**src/rtl/mod_updown_cntr.sv**
```systemverilog
// Synchronous up/down counter and divider with a programmable terminal value.
// It also has parallel load, a terminal-count flag and a registered divide-by-2*(term_val+1) output.
module mod_updown_cntr #(
    parameter int unsigned      WIDTH   = 3,
    parameter logic [WIDTH-1:0] RST_VAL = '0
) (
    input  logic             clk,
    input  logic             reset,
    input  logic             en,
    input  logic             up_dn,
    input  logic             load,
    input  logic [WIDTH-1:0] load_val,
    input  logic [WIDTH-1:0] term_val,
    output logic [WIDTH-1:0] q,
    output logic             tc,
    output logic             div_out
);

    logic [WIDTH-1:0] count_q, count_d;
    logic             div_q, div_d;
    logic             wrap;

    // Up mode uses >= so that an out-of-range count (above term_val) wraps at once.
    assign wrap = en & ~load & (up_dn ? (count_q >= term_val) : (count_q == '0));

    // NOTE: every next-state signal gets its hold value first, so no path can infer a latch.
    always_comb begin
        count_d = count_q;
        div_d   = div_q;
        if (load) begin
            count_d = load_val;
        end else if (en) begin
            if (wrap) begin
                count_d = up_dn ? '0 : term_val;
                div_d   = ~div_q;
            end else begin
                count_d = up_dn ? count_q + WIDTH'(1) : count_q - WIDTH'(1);
            end
        end
    end

    // NOTE: use non-blocking assignments here, so all flops update together from their pre-edge values.
    always_ff @(posedge clk or negedge reset) begin
        if (!reset) begin
            count_q <= RST_VAL;
            div_q   <= 1'b0;
        end else begin
            count_q <= count_d;
            div_q   <= div_d;
        end
    end

    assign q       = count_q;
    assign tc      = wrap;
    assign div_out = div_q;

endmodule

```
**config.mk**
```make
export PLATFORM = sky130hd
export DESIGN_NAME = mod_updown_cntr
export DESIGN_NICKNAME = d
export VERILOG_FILES = /design/src/rtl/mod_updown_cntr.sv
export SDC_FILE = /design/constraint.sdc
export NUM_CORES = 1
export LEC_CHECK = 0
export ABC_CLOCK_PERIOD_IN_PS = 1700
export CORE_AREA = 2 2 39 41
export CTS_CLUSTER_SIZE = 8
export DETAILED_ROUTE_END_ITERATION = 10
export DIE_AREA = 0 0 41 43
export GPL_TIMING_DRIVEN = 0
export HOLD_SLACK_MARGIN = 0.08
export REMOVE_ABC_BUFFERS = 1
export SETUP_SLACK_MARGIN = 0.05
export SYNTH_ARGS = -nofsm -noshare
export SYNTH_HDL_FRONTEND = slang
export SYNTH_SLANG_ARGS = --single-unit
```
**constraint.sdc**
```tcl
create_clock -name clk -period 1.7 [get_ports clk]
set_input_delay 0.255 -clock clk [delete_from_list [all_inputs] [get_ports clk]]
set_output_delay 0.255 -clock clk [all_outputs]
set_load 0.01 [all_outputs]
```
==> flow_metrics.env <==
export IMPL_status="finished, violations left"
export IMPL_violations="negative setup slack"
export IMPL_seq_area_sq_um=103.9
export IMPL_holdWs_ns=0.2009
export IMPL_grt_pass1_wl_um=1511
export IMPL_yosys_area_share_simple_pct=20.23
export IMPL_critPathRequiredTime_ns=1.44
export IMPL_start_kind="flip-flop"
export IMPL_die_area_sq_um=1763
export IMPL_synth_fa_ha_area_share_pct=17.56
export IMPL_cts_root_buf="clkbuf_4"
export IMPL_start_util_pct=23.69
export IMPL_drt_iter0_markers=21
export IMPL_synth_mux_area_share_pct=0
export IMPL_cts_buffers_inserted=3
export IMPL_ctsLongestPathBuffers=2
export IMPL_layout_common_cells="10 x clkdlybuf4s50_1, 7 x buf_4, 4 x inv_1, 4 x dlygate4sd2_1"
export IMPL_avgSynthCellArea_sq_um=9.366
export IMPL_final_setup_worst_slack_ns=-0.06997
export IMPL_tightest_slew_ns=0.4287
export IMPL_maxSlewViolCount=0
export IMPL_syn_inst=35
export IMPL_cts_tree="done"
export IMPL_clock_skew_ns=0.009993
export IMPL_yosysWarnings=0
export IMPL_synth_xor_area_share_pct=8.015
export IMPL_grt_overflow=0
export IMPL_grt_pass1_vias=350
export IMPL_ir_worst_vdd_v=0.0003273
export IMPL_first_pass_iters=6
export IMPL_viasPerCell=4.816
export IMPL_grt_max_degree=7
export IMPL_antenna_left=0
export IMPL_holdBufCountCts=0
export IMPL_cp_max_fo=4
export IMPL_period_share_pct=104.1
export IMPL_drive_gt1_share_pct=45.00
export IMPL_antenna_found_initial=0
export IMPL_drcViolationCount=0
export IMPL_critPathCaptureType="primary output"
export IMPL_period_needed_ns=1.770
export IMPL_portBuffers=15
export IMPL_synth_top_family_by_area="simple AND/OR/NAND/NOR gates"
export IMPL_setup_tns_ns=-0.06997
export IMPL_die_w_um=41
export IMPL_via_count=366
export IMPL_fill_cells=141
export IMPL_max_freq_ghz=0.5650
export IMPL_synth_cell_types=18
export IMPL_path_clk_slew_ns=0.04
export IMPL_hold_viol=0
export IMPL_p_leak_nw=0.2763
export IMPL_synth_seq_cells=4
export IMPL_diodes=0
export IMPL_insertion_delay_ns=0.25
export IMPL_die_height_um=43
export IMPL_core_area_sq_um=1384
export IMPL_yosysSeqAreaShare_pct=30.53
export IMPL_routed_wl_um=1070
export IMPL_powerDensity_nw_per_um2=812.5
export IMPL_rows=14
export IMPL_slew_headroom_pct=71.42
export IMPL_cts_sinks=4
export IMPL_setup_violations=1
export IMPL_maxCapViolCount=0
export IMPL_wire_per_inst_um=14.08
export IMPL_path_class="flip-flop to primary output"
export IMPL_cp_arrival_ns=1.51
export IMPL_ios=16
export IMPL_grt_use_total_pct=13.38
export IMPL_multiInputGateArea_sq_um=285.3
export IMPL_final_common_cell="clkdlybuf4s50_1"
export IMPL_layout_nets=77
export IMPL_h_tree_depth=1
export IMPL_hpwl_um=613.1
export IMPL_area_delta_synth_final_pct=98.09
export IMPL_synth_compound_area_share_pct=17.94
export IMPL_rsz0062_at_grt="yes"
export IMPL_hold_class="input port to async pin"
export IMPL_syn_area_sq_um=327.8
export IMPL_final_util_pct=46.93
export IMPL_gp_congestion=0.6562
==> layout make-up <==
cell class / instances / area share [%]
Multi-Input combinational cell: 26 / 43.93
Inverter: 5 / 2.890
Tap cell: 16 / 3.083
Timing Repair Buffer: 22 / 30.64
Clock buffer: 3 / 3.468
Sequential cell: 4 / 15.99
==> logic make-up after synthesis <==
| family | Yosys count |
|---|---|
| flops | 4 |
| compound gates | 7 |
| buf+inv | 5 |
| simple gates | 12 |
| fa+ha+maj | 4 |
| xor+xnor | 3 |
==> sequential cells by signal (all words and copies together), names as in the netlist <==
| signal | flops |
|---|---|
| q | 3 |
| div_out | 1 |
==> worst paths after layout <==
| kind | from | end | slack [ns] | cells past startpoint |
|---|---|---|---|---|
| min | reset | q[2] | 0.20 | 1 |
| min in group clk | term_val[1] | q[1] | 0.43 | 3 |
| max reg2reg | q[0] | q[2] | 0.12 | 5 |
| max in group asynchronous | reset | q[1] | 1.31 | 1 |
| max | q[2] | tc | -0.07 | 5 |
| min reg2reg | div_out | div_out | 0.47 | 1 |
==> stage by stage <==
| step | std cells | power (mW) | area, sq um | setup slack [ns] |
|---|---|---|---|---|
| 2_1_floorplan | 35 | 0.2278 | 327.8 | 0.1924 |
| 3_3_place_gp | 66 | 0.3200 | 498.0 | -0.6775 |
| 3_5_place_dp | 66 | 0.3213 | 498.0 | -0.6812 |
| 4_1_cts | 75 | 0.4946 | 601.8 | -0.05947 |
| 5_1_grt | 76 | 0.5648 | 649.4 | -0.1243 |
| 6_report | 76 | 0.5276 | 649.4 | -0.06997 |
==> metal layers <==
metal	share of wire (%)	routed length, um	global-route usage (%)
met1	40	426	15.21
met5	0	0	0
met3	6.7	72	2.094
met2	50	540	20.00
met4	2.8	30	12.00
==> what timing repair did <==
action / CTS / global route
setup buffers: 6 / 1
gates cloned: 0 / 0
pin swaps: 2 / 4
endpoints found under the setup margin: 1 / 1
resized for setup: 18 / 7
==> synthesized netlist by cell type <==
master,count,share of area [%]
ha_1,3,11
nor2b_1,2,3.8
nor3_1,1,1.5
o31ai_1,2,4.6
xnor2_1,2,5.3
o2111ai_1,1,2.7
xor2_1,1,2.7
or2_0,1,1.9
nand2b_1,1,1.9
o21ai_0,1,1.5
fa_1,1,6.1
a222oi_1,3,9.2
nand2_1,3,3.4
nor2_1,1,1.1
and3_1,2,3.8
inv_1,5,5.7
and2_4,1,2.7
dfrtp_1,4,31
==> power breakdown <==
part | internal, mW | switching [mW] | total, mW
logic | 0.154 | 0.105 | 0.259
clock network | 0.0795 | 0.0472 | 0.127
registers | 0.120 | 0.0217 | 0.142
==> worst max-delay path: stages (launching register included) <==
cell	delay (ns)
dfrtp_2	0.44
ha_4	0.28
nand2_2	0.04
o2111ai_2	0.19
and3_4	0.22
buf_6	0.10
No activity file was read; power rests on OpenSTA's default activity.
